$ cat src/rtl/mips_pipe_pkg.sv
// Shared pipeline definitions for the MIPS fetch/decode boundary.
// ID's Control/PCSrc logic imports the same encodings.
package mips_pipe_pkg;

   localparam logic [2:0]  PCSRC_SEQ = 3'd0;
   localparam logic [2:0]  PCSRC_BR  = 3'd1;
   localparam logic [2:0]  PCSRC_J   = 3'd2;
   localparam logic [2:0]  PCSRC_JR  = 3'd3;
   localparam logic [2:0]  PCSRC_EXC = 3'd4;

   localparam logic [31:0] NOP_INSTR        = 32'h0000_0000;
   localparam logic [31:0] RESET_PC_DEFAULT = 32'h0040_0000;
   localparam logic [31:0] IRQ_VEC_DEFAULT  = 32'h8000_0004;
   localparam logic [31:0] EXC_VEC_DEFAULT  = 32'h8000_0008;
   localparam logic [31:0] PC_ALIGN_MASK    = 32'hFFFF_FFFC;

   typedef struct packed {
      logic [31:0] instruction;
      logic [31:0] pcPlus4;
      logic [31:0] pc;
      logic        valid;
      logic        irqTaken;
   } ifIdT;

   localparam ifIdT IFID_BUBBLE = '{instruction: NOP_INSTR, pcPlus4: 32'h0000_0000,
                                    pc: 32'h0000_0000, valid: 1'b0, irqTaken: 1'b0};

   // Reserved encodings 5-7 fall back to sequential fetch.
   function automatic logic isRedirect(input logic [2:0] pcSrc);
      return (pcSrc >= PCSRC_BR) && (pcSrc <= PCSRC_EXC);
   endfunction

   // Sequential successor, 32-bit modulo (0xFFFF_FFFC wraps to 0).
   function automatic logic [31:0] seqPc(input logic [31:0] pc);
      return pc + 32'd4;
   endfunction

endpackage

$ cat src/rtl/if_id_reg.sv
// IF/ID pipeline register: hold on stall, NOP bubble load, and interrupt-entry tagging.
// irqEntry outranks hold; the top only asserts it when the stage is not stalled.
module if_id_reg
   import mips_pipe_pkg::*;
(
   input  logic        clk,
   input  logic        reset,
   input  logic        hold,
   input  logic        bubble,
   input  logic        irqEntry,
   input  logic [31:0] resumePc,
   input  logic [31:0] fetchInstr,
   input  logic [31:0] fetchPcPlus4,
   input  logic [31:0] fetchPc,
   output logic [31:0] instructionID,
   output logic [31:0] PCplus4ID,
   output logic [31:0] PCID,
   output logic        validID,
   output logic        irq_takenID
);

   ifIdT stage_r;

   // IF/ID state update in priority order: reset, irq entry, hold, bubble, fetch.
   always_ff @(posedge clk) begin
      if (reset) begin
         stage_r <= IFID_BUBBLE;
      end else if (irqEntry) begin
         stage_r          <= IFID_BUBBLE;
         stage_r.pcPlus4  <= resumePc;
         stage_r.irqTaken <= 1'b1;
      end else if (hold) begin
         stage_r <= stage_r;
      end else if (bubble) begin
         stage_r <= IFID_BUBBLE;
      end else begin
         stage_r <= '{instruction: fetchInstr, pcPlus4: fetchPcPlus4,
                      pc: fetchPc, valid: 1'b1, irqTaken: 1'b0};
      end
   end

   assign instructionID = stage_r.instruction;
   assign PCplus4ID     = stage_r.pcPlus4;
   assign PCID          = stage_r.pc;
   assign validID       = stage_r.valid;
   assign irq_takenID   = stage_r.irqTaken;

endmodule

$ cat src/rtl/if_stage.sv
// Instruction-fetch stage: PC register, next-PC selection and priority between
// interrupt entry, load-use stall, redirect and imem wait-states.
module if_stage
   import mips_pipe_pkg::*;
#(
   parameter logic [31:0] RESET_PC = RESET_PC_DEFAULT,
   parameter logic [31:0] IRQ_VEC  = IRQ_VEC_DEFAULT,
   parameter logic [31:0] EXC_VEC  = EXC_VEC_DEFAULT
) (
   input  logic        clk,
   input  logic        reset,
   input  logic        stall,
   input  logic        intterupt,
   input  logic [2:0]  PCSrcID,
   input  logic [31:0] branchaddrID,
   input  logic [31:0] jumpaddrID,
   input  logic [31:0] jraddrID,
   output logic [31:0] imem_addr,
   input  logic [31:0] imem_rdata,
   input  logic        imem_ready,
   output logic [31:0] instructionID,
   output logic [31:0] PCplus4ID,
   output logic [31:0] PCID,
   output logic        validID,
   output logic        irq_takenID
);

   logic [31:0] pc_r;
   logic [31:0] pcPlus4_s;
   logic [31:0] target_s;
   logic [31:0] resumePc_s;
   logic        redirect_s;
   logic        irqOk_s;

   assign pcPlus4_s  = seqPc(pc_r);
   assign redirect_s = isRedirect(PCSrcID);
   // Kernel space (PC[31]=1) masks the level-sensitive request, preventing re-entry.
   assign irqOk_s    = intterupt & ~stall & ~pc_r[31];

   // Redirect target mux; jr drops the low two bits to keep the PC word-aligned.
   always_comb begin
      target_s = pc_r;
      case (PCSrcID)
         PCSRC_BR:  target_s = branchaddrID;
         PCSRC_J:   target_s = jumpaddrID;
         PCSRC_JR:  target_s = jraddrID & PC_ALIGN_MASK;
         PCSRC_EXC: target_s = EXC_VEC;
         default:   target_s = pc_r;
      endcase
   end

   // Resume PC recorded for EPC: the pending redirect wins over the discarded fetch.
   always_comb begin
      if (redirect_s) begin
         resumePc_s = target_s;
      end else begin
         resumePc_s = pc_r;
      end
   end

   // PC register with the same priority as the IF/ID register.
   always_ff @(posedge clk) begin
      if (reset) begin
         pc_r <= RESET_PC;
      end else if (irqOk_s) begin
         pc_r <= IRQ_VEC;
      end else if (stall) begin
         pc_r <= pc_r;
      end else if (redirect_s) begin
         pc_r <= target_s;
      end else if (imem_ready) begin
         pc_r <= pcPlus4_s;
      end else begin
         pc_r <= pc_r;
      end
   end

   assign imem_addr = pc_r;

   if_id_reg u_if_id_reg (
      .clk          (clk),
      .reset        (reset),
      .hold         (stall),
      .bubble       (redirect_s | ~imem_ready),
      .irqEntry     (irqOk_s),
      .resumePc     (resumePc_s),
      .fetchInstr   (imem_rdata),
      .fetchPcPlus4 (pcPlus4_s),
      .fetchPc      (pc_r),
      .instructionID(instructionID),
      .PCplus4ID    (PCplus4ID),
      .PCID         (PCID),
      .validID      (validID),
      .irq_takenID  (irq_takenID)
   );

endmodule
$ cat config.mk
export PLATFORM = sky130hd
export DESIGN_NAME = if_stage
export DESIGN_NICKNAME = d
export VERILOG_FILES = /design/src/rtl/mips_pipe_pkg.sv /design/src/rtl/if_id_reg.sv /design/src/rtl/if_stage.sv
export SDC_FILE = /design/constraint.sdc
export NUM_CORES = 1
export LEC_CHECK = 0
export BUFFER_PORTS_ARGS = -buffer_cell sky130_fd_sc_hd__buf_4
export CELL_PAD_IN_SITES_DETAIL_PLACEMENT = 1
export CELL_PAD_IN_SITES_GLOBAL_PLACEMENT = 2
export CORE_ASPECT_RATIO = 1.75
export CORE_MARGIN = 2
export CORE_UTILIZATION = 29
export DETAILED_ROUTE_END_ITERATION = 12
export GPL_ROUTABILITY_DRIVEN = 0
export PLACE_DENSITY_LB_ADDON = 0.05
export SLEW_MARGIN = 20
export SYNTH_ARGS = -nofsm -noshare
export SYNTH_HDL_FRONTEND = slang
export SYNTH_SLANG_ARGS = --single-unit
$ cat constraint.sdc
create_clock -name clk -period 5.1 [get_ports clk]
set_clock_uncertainty 0.2 [all_clocks]
set_input_delay 1.53 -clock clk [delete_from_list [all_inputs] [get_ports clk]]
set_output_delay 1.53 -clock clk [all_outputs]
set_load 0.01 [all_outputs]
# Word-level counts from Yosys, hierarchy flattened
# Index checks and enable logic that the tools add are counted.
# Widths: inputs -> output; s select.
dict set report word_totals {
  register_bits 130
  latch_bits 0
  mem_bits_rw 0
  romBits 0
  in_bits 136
  output_inout_bits 130
  mem_count 0
}
dict set report classes {
  addsub 1
  n_mul 0
  div_mod_pow 0
  n_lt_le_gt_ge 2
  eq_ne 5
  shifts 0
  muxes 9
  n_bitwise 6
  reduce_logical 6
}
# op count
set op_table {}
lappend op_table {{$mux 32} 5}
lappend op_table {{$mux 66} 2}
lappend op_table {{$pmux 32 s4} 1}
lappend op_table {{$mux 98} 1}
lappend op_table {{$add 32x3->32 const B} 1}
lappend op_table {{$eq 3x2->1 const B} 2}
lappend op_table {{$reduce_and 2->1} 2}
lappend op_table {{$eq 3x1->1 const B} 1}
lappend op_table {{$eq 3x3->1 const B} 1}
lappend op_table {{$ge 3x1->1 const B} 1}
lappend op_table {{$le 3x3->1 const B} 1}
lappend op_table {{$not 1->1} 3}
lappend op_table {{$reduce_bool 3->1} 1}
lappend op_table {{$and 1x1->1} 2}
lappend op_table {{$ne 2x1->1 const B} 1}
lappend op_table {{$reduce_bool 2->1} 1}
lappend op_table {{$reduce_or 2->1} 1}
lappend op_table {{$logic_and 1x1->1} 1}
lappend op_table {{$or 1x1->1} 1}

# Logic depth before layout (Yosys ltp)
# Gate-level depths: netlist of run 1.
dict set report depth {
  ltp_word 6
  mapped_depth 9
  mapped_depth_nobuf 6
}

# Modules after synthesis
# Synthesis of run 1 repeated with hierarchy kept, for this count alone.
dict set report hier_totals {
  hier_cells 932
  hier_area_um2 7653.6
}
# module n_inst cells_per_inst area_per_inst_um2 seq_area_each_um2
set modules_own_cells {}
lappend modules_own_cells {if_id_reg 1 473 4299.1 1961.9}
lappend modules_own_cells {if_stage 1 459 3354.5 640.6}

# Worst setup path after synthesis of run 1
# OpenSTA, ideal clock, no wires.
dict set report synth_path {
  kind {input port to flip-flop}
  from {in PCSrcID[0]}
  to {reg pc_r[29], in the netlist imem_addr[29]}
  setup_ns 0.123
  arrival_ns 2.893
  path_slack_ns 1.884
  stages 8
  path_cell_list {buf_2 or4_1 o211ai_1 buf_4 buf_4 nor3_1 a21oi_1 o22ai_1}
}
dict set report synth_via {
  elab_chain_len 4
  word_cells_on_any_way 11
  cone_classes {2 x order compare; 4 x eq/ne; 2 x mux; 3 x reduce/logical}
}
# element line_no
set synth_rtl {}
lappend synth_rtl {{start: declaration} if_stage.sv:14} ;# input logic [2:0] PCSrcID,
lappend synth_rtl {{$ge 3x1->1 / $le 3x3->1 (equally long branches)} mips_pipe_pkg.sv:30} ;# return (pcSrc >= PCSRC_BR) && (pcSrc <= PCSRC_EXC);
lappend synth_rtl {{$logic_and 1x1->1} mips_pipe_pkg.sv:30}
lappend synth_rtl {{$reduce_bool 2->1 (no line)} --}
lappend synth_rtl {{$reduce_and 2->1 (no line)} --}
lappend synth_rtl {{end signal: assignment} if_stage.sv:68} ;# pc_r <= pc_r;
lappend synth_rtl {{end signal: assignment} if_stage.sv:70} ;# pc_r <= target_s;
lappend synth_rtl {{end signal: assignment} if_stage.sv:72} ;# pc_r <= pcPlus4_s;
lappend synth_rtl {{end: declaration} if_stage.sv:28} ;# logic [31:0] pc_r;
# Parallel ways exist; a longest one is shown, timed or not.
# A chain may end at the register's enable or synchronous reset.

# Worst setup path after layout of run 1
dict set report layout_path {
  from {in PCSrcID[1]}
  to {reg pc_r[0], in the netlist imem_addr[0]}
}
# Same word-level chain as after synthesis.

==> summary.md, run 1 <==
| Metric | Value |
|---|---|
| # diodes | `0` |
| Post-DR vias/cell | `5.409` |
| Instance count on the critical path | `7` |
| Nets | `1,164` |
| CP Launch Type | `primary input` |
| Worst hold stages | `2` |
| Final Hold Fails | `0` |
| CTS Buffer Depth | `2` |
| Placed standard-cell area | `0.008919 mm2` |
| Post-cts resize count | `0` |
| Min Tclk post-route | `3480 ps` |
| Max-Cap Viols | `0` |
| Core Area | `0.02324 mm2` |
| Cell-by-cell trace of the critical path | `buf_4 -> nor2b_2 -> buf_4 -> nor2b_1 -> a221o_1 -> nand2_1 -> a21oi_1` |
| Routed wire per std cell | `20.62 um` |
| CP arrival | `3620 ps` |
| Post-Syn Instances | `823` |
| Post-synthesis mux area share | `0.05685` |
| Synth Area in XOR/XNOR | `0.03327` |
| Mean Syn Cell Area | `8.318 um2` |
| Initial DRC count | `279` |
| Hold buffers post-CTS | `0` |
| First-pass GRT wire length | `42,880 um` |
| H-tree levels | `4` |
| Delay of the slowest cell on the worst path | `740 ps` |
| EDFF count, synth | `0` |
| Initial antenna violation count | `0` |
| Total CTS buffers | `17` |
| Die span in x | `120.1 um` |
| Mapped Nets | `960` |
| Crit path capture type | `flip-flop` |
| Post-CTS Setup Bufs | `0` |
| Synth area leader | `dfxtp_1` |
| Vias in the first global route | `7,422` |
| Gr usage total | `0.2191` |
| Total grt overflow | `0` |
| Required time worst endpoint | `5240 ps` |
| FILL cells | `2,832` |
| Clock latency at the later pin of the worst-skew pair | `420 ps` |
| CP max-delay cell | `nor2b_2` |
| Reg clk slew, reported paths | `60 ps` |
| Compound-gate portion of the synthesized area | `0.2881` |
| Count leader, synth | `dfxtp_1` |
| Sequential share of the synthesized area | `0.3802` |
| DRC violations left | `0` |
| Commonest cells in the netlist | `130 x dfxtp_1, 109 x a22oi_1, 100 x nor2_1, 53 x a21oi_1, 44 x nand2_1` |
| Max transition margin | `0.4394` |
| Main combinational cell family by area after synthesis | `compound AO/OA/AOI/OAI gates` |
| Setup Total Neg Slack | `0 ps` |
| TritonRoute pass-1 iters | `5` |
| # rows | `74` |
| Share of layout cells above drive strength 1 | `0.3404` |
| Synth Area in Adders | `0.001828` |
| Synth Area in Simple Gates | `0.1751` |
| Crit-path most repeated cell | `buf_4` |
| Power Dens Cells | `291.2 mW/mm2` |
| CP bufs+invs | `2` |
| Initial Utilization | `0.2946` |
| Vert. Die Dim | `207.2 um` |
| Fmax | `287.4 MHz` |
| # setup viols final | `0` |
| Top delay family on crit path | `simple AND/OR/NAND/NOR gates` |
| DPL Wire Length | `19,570 um` |
| Tightest Hold Check Type | `flip-flop to flip-flop` |
| Clock sinks | `130` |
| CP Class | `primary input to flip-flop` |
| Leak | `3.766 nW` |
| YS warnings | `0` |
| FF+latch count, synth | `130` |
| Root Driver | `clkbuf_16` |
| CP Max Fanout | `37` |
| Fin area | `0.009517 mm2` |
| R2R cell count | `6` |
| RSZ-0062 raised after global routing | `false` |
| Worst Tran Pin Value | `840.9 ps` |
| Post-synth cell types | `63` |
| Mapped cell area | `0.006845 mm2` |
| Synth area leaders | `dfxtp_1 38%, a22oi_1 12%, nor2_1 5.5%` |
| Share of flip-flops with an asynchronous set or reset | `0` |
| Final wirelength | `27,710 um` |
| VDD IR max | `0.0002210 V` |
| I/O Pins | `266` |
| Fin. max-slew vios | `0` |
| Vias | `7,270` |
| Layout Area Growth over Synthesis | `39.02%` |
| Full die area | `0.02490 mm2` |
| Primary FF master, synth | `dfxtp_1` |
| Buffers on Ports | `263` |
| Post-route ant nets | `0` |
| Status | `finished, final reports clean` |
| Top-area cell type share of the netlist area | `0.3802` |
| CTS tree | `built` |
| Largest net degree at the start of global routing | `69` |
| Fin crit share | `0.6823` |
## path summary, 6_finish.rpt
path | slack (ps) | endpoint | startpoint
worst max-delay path | 1620 | imem_addr[0]$_SDFFE_PP0P_ | PCSrcID[1]
worst min-delay path | 280 | u_if_id_reg.PCplus4ID[24]$_SDFFE_PP0P_ | u_if_id_reg.PCplus4ID[24]$_SDFFE_PP0P_
worst max register to register | 2190 | imem_addr[18]$_SDFFE_PP0P_ | imem_addr[2]$_SDFFE_PP0P_
worst min register to register | 280 | u_if_id_reg.PCplus4ID[24]$_SDFFE_PP0P_ | u_if_id_reg.PCplus4ID[24]$_SDFFE_PP0P_
## cells by family after synthesis
family | Yosys count
AND/OR/NAND/NOR | 243
flip-flops | 130
buffers and inverters | 99
XOR/XNOR | 26
AO/OA/AOI/OAI | 289
multiplexers | 35
adder cells (fa/ha/maj) | 1
## per-stage QoR
stage          setup slack [ps]  total power, mW    util  hold slack [ps]  std cells
2_1_floorplan              1884            1.334       -            290.0        823
3_3_place_gp               1186            1.546  0.3838            254.3       1312
3_5_place_dp               1175            1.550  0.3838            268.1       1312
4_1_cts                    1606            2.815  0.4095            277.1       1344
5_1_grt                    1382            2.889  0.4095            319.5       1344
6_report                   1620            2.772  0.4095            275.3       1344
## cell usage in the layout (no fill, tap or decap), types with 9 or more instances in the layout
cell type | synthesis | final
a22oi_1 | 109 | 109
clkbuf_16 | 0 | 17
xor2_1 | 10 | 10
nand3_1 | 14 | 14
o22ai_1 | 12 | 12
xnor2_1 | 16 | 16
o21ai_0 | 43 | 43
buf_4 | 6 | 276
nor3_1 | 18 | 18
nand2_1 | 44 | 43
o2bb2ai_1 | 20 | 20
and3_1 | 9 | 9
dfxtp_1 | 130 | 130
mux2_2 | 30 | 30
nor2_1 | 100 | 99
nand4_1 | 9 | 9
a21oi_1 | 53 | 53
## sequential cells by signal (all words and copies together), names as in the netlist
| name | cells |
|---|---|
| imem_addr | 32 |
| u_if_id_reg.PCID | 32 |
| u_if_id_reg.PCplus4ID | 32 |
| u_if_id_reg.instructionID | 32 |
| u_if_id_reg.irq_takenID | 1 |
| u_if_id_reg.validID | 1 |
## report_power, final
part / leakage (nW) / switching, mW / internal (mW) / total [mW]
Clock: 0.284 / 0.490 / 0.759 / 1.25
Combinational: 2.43 / 0.232 / 0.195 / 0.427
Sequential: 1.05 / 0.0497 / 1.05 / 1.10
Total: 3.77 / 0.771 / 2.00 / 2.77
## worst register-to-register path, stage by stage (launching register included)
cell and delay, ps:
dfxtp_1 610, ha_1 350, nand3_1 310, nor4_2 650, and3_1 290, o21ai_0 90
a32o_1 300
## metal layers
layer	part of all wire	vias to the layer above	GRT usage
met1	0.43	3541	0.2777
met4	0.018	0	0.06775
met5	0	-	0
met3	0.062	27	0.04533
met2	0.49	252	0.3701
li1	-	3450	-
## final cells by class
cell class                 count  area, um2  area share
clock inverter                12      131.4     0.01380
inverter                       7      26.28    0.002761
multi-input combinational    594       3817      0.4011
timing repair buffer         277       2092      0.2198
sequential                   130       2603      0.2735
tap                          304      380.4     0.03997
clock buffer                  20      466.7     0.04904
Power figures use the tool's default switching activity.
==> inputs of run 2 (changes only) <==
--- a/config.mk
+++ b/config.mk
@@ -10,7 +10,7 @@
 export CELL_PAD_IN_SITES_GLOBAL_PLACEMENT = 2
 export CORE_ASPECT_RATIO = 1.75
 export CORE_MARGIN = 2
-export CORE_UTILIZATION = 29
+export CORE_UTILIZATION = 25
 export DETAILED_ROUTE_END_ITERATION = 12
 export GPL_ROUTABILITY_DRIVEN = 0
 export PLACE_DENSITY_LB_ADDON = 0.05
==> constraint.sdc (replaced) <==
create_clock -name clk -period 3 [get_ports clk]
set_clock_uncertainty 0.2 [all_clocks]
set_input_delay 0.9 -clock clk [delete_from_list [all_inputs] [get_ports clk]]
set_output_delay 0.9 -clock clk [all_outputs]
set_load 0.01 [all_outputs]
==> summary.md, run 2 (synthesis gave the netlist of run 1 again) <==
| Metric | Value |
|---|---|
| Finished Core Util | `0.3683 (-0.04123)` |
| RSZ-0062 raised after global routing | `false` |
| Routed wire per std cell | `21.86 um (+6.0%)` |
| Full die area | `0.02877 mm2 (+16%)` |
| Buffers on Ports | `263 (unchanged)` |
| Fmax | `393.9 MHz` |
| # diodes | `0 (unchanged)` |
| Vias in the first global route | `7,878 (+6.1%)` |
| Post-CTS Setup Bufs | `0 (unchanged)` |
| Total power | `4.668 mW (+68%)` |
| Total CTS buffers | `17 (unchanged)` |
| # setup viols final | `0 (unchanged)` |
| TritonRoute pass-1 iters | `4 (-1)` |
| DRC violations left | `0 (unchanged)` |
| Post-DR vias/cell | `5.123 (-5.3%)` |
| Power Dens Cells | `467.2 mW/mm2 (+60%)` |
| Worst Tran Pin Value | `836.0 ps (-4.972 ps)` |
| Max-Cap Viols | `0 (unchanged)` |
| CP Launch Type | `flip-flop` |
| Crit path capture type | `flip-flop` |
| Clock latency at the later pin of the worst-skew pair | `440 ps (+20 ps)` |
| CP arrival | `2670 ps (-950 ps)` |
| Min Tclk post-route | `2539 ps` |
| Core Area | `0.02713 mm2 (+17%)` |
| Fin worst setup slack | `461.3 ps (-1159 ps)` |
| Top delay family on crit path | `simple AND/OR/NAND/NOR gates` |
| CP Max Fanout | `6 (-84%)` |
| Commonest non-fill, non-tap cell in the layout | `buf_4` |
| Gr usage total | `0.2220 (+0.002878)` |
| CP bufs+invs | `0 (-2)` |
| Cell-by-cell trace of the critical path | `ha_1 -> nand3_1 -> nor4_2 -> and3_1 -> o21ai_0 -> a32o_1` |
| Commonest cells after routing, fill and taps aside | `311 x buf_4, 130 x dfxtp_1, 109 x a22oi_1, 99 x nor2_1, 53 x a21oi_1` |
| VDD IR max | `0.0003722 V (+68%)` |
| CTS Buffer Depth | `2 (unchanged)` |
| Status | `finished, final reports clean` |
| Setup Total Neg Slack | `0 ps (unchanged)` |
| Fin area | `0.009990 mm2 (+5.0%)` |
| Final wirelength | `31,740 um (+15%)` |
| H-tree levels | `4 (unchanged)` |
| Largest net degree at the start of global routing | `96 (+39%)` |
| Post-route ant nets | `0 (unchanged)` |
| Total grt overflow | `0 (unchanged)` |
| Share of layout cells above drive strength 1 | `0.3657 (+0.02527)` |
| Hold buffers post-CTS | `0 (unchanged)` |
| Nets | `1,207 (+3.7%)` |
| Vias | `7,438 (+2.3%)` |
| Initial Utilization | `0.2524 (-0.04220)` |
| I/O Pins | `266 (unchanged)` |
| CP Class | `flip-flop to flip-flop` |
| Die span in x | `129.1 um (+7.4%)` |
| Reg clk slew, reported paths | `60 ps (about the same)` |
| Pre-CTS worst setup slack | `157.0 ps (-1018 ps)` |
| CP max-delay cell | `nor4_2` |
| Placed standard-cell area | `0.009428 mm2 (+5.7%)` |
| CTS tree | `built` |
| Vert. Die Dim | `222.9 um (+7.6%)` |
| Root Driver | `clkbuf_16` |
| Clock sinks | `130 (unchanged)` |
| # rows | `80 (+8.1%)` |
| Fin crit share | `0.8462` |
| Initial DRC count | `329 (+18%)` |
| Fin. max-slew vios | `0 (unchanged)` |
| Initial antenna violation count | `0 (unchanged)` |
| Leak | `4.000 nW (+6.2%)` |
| First-pass GRT wire length | `47,840 um (+12%)` |
| Delay of the slowest cell on the worst path | `600 ps (-140 ps)` |
| Post-cts resize count | `0 (unchanged)` |
| Required time worst endpoint | `3130 ps (-2110 ps)` |
| DPL Wire Length | `23,380 um (+19%)` |
| Final Hold Fails | `0 (unchanged)` |
| Tightest Hold Check Type | `flip-flop to flip-flop` |
| Max transition margin | `0.4406 (+0.001256)` |
| Layout Area Growth over Synthesis | `45.93%` |
[run 2: worst reg2reg max path: stages, from the launching register on]
cell and delay [ps]:
dfxtp_1 340, ha_1 290, nand3_1 350, nor4_2 610
and3_1 280, o21ai_0 90, a32o_1 280
[run 2: final timing paths]
check	from	endpoint	slack [ps]	cells past startpoint
worst max-delay path	imem_addr[2]$_SDFFE_PP0P_	imem_addr[18]$_SDFFE_PP0P_	460	6
worst min-delay path	u_if_id_reg.irq_takenID$_SDFFE_PP0P_	u_if_id_reg.irq_takenID$_SDFFE_PP0P_	290	2
worst max register to register	imem_addr[2]$_SDFFE_PP0P_	imem_addr[18]$_SDFFE_PP0P_	460	6
worst min register to register	u_if_id_reg.irq_takenID$_SDFFE_PP0P_	u_if_id_reg.irq_takenID$_SDFFE_PP0P_	290	2
[run 2: per-layer routing]
metal,vias to the layer above,share of wire,track usage
met5,-,0,0
met4,0,0.029,0.09187
met3,38,0.046,0.04748
met2,206,0.56,0.4217
met1,3647,0.36,0.2299
li1,3547,-,-
[run 2: power breakdown]
group	internal (mW)	total (mW)	leakage [nW]	switching, mW
Combinational	0.388	0.853	2.68	0.465
Sequential	1.78	1.83	1.05	0.0492
Clock	1.15	1.99	0.261	0.839
[run 2: area by class of cell]
cell class                 instances  area [um2]
clock inverter                    10       77.57
clock buffer                      22       484.2
timing repair buffer             320        2515
sequential                       130        2603
inverter                           7       26.28
multi-input combinational        594        3822
fill                            3198       17140
tap                              369       461.7
[run 2: stage by stage]
| stage | hold WS [ps] | cells |
|---|---|---|
| 2_1_floorplan | 290.0 | 823 |
| 3_3_place_gp | 268.5 | 1420 |
| 3_5_place_dp | 270.0 | 1420 |
| 4_1_cts | 290.9 | 1452 |
| 5_1_grt | 320.3 | 1452 |
| 6_report | 292.6 | 1452 |
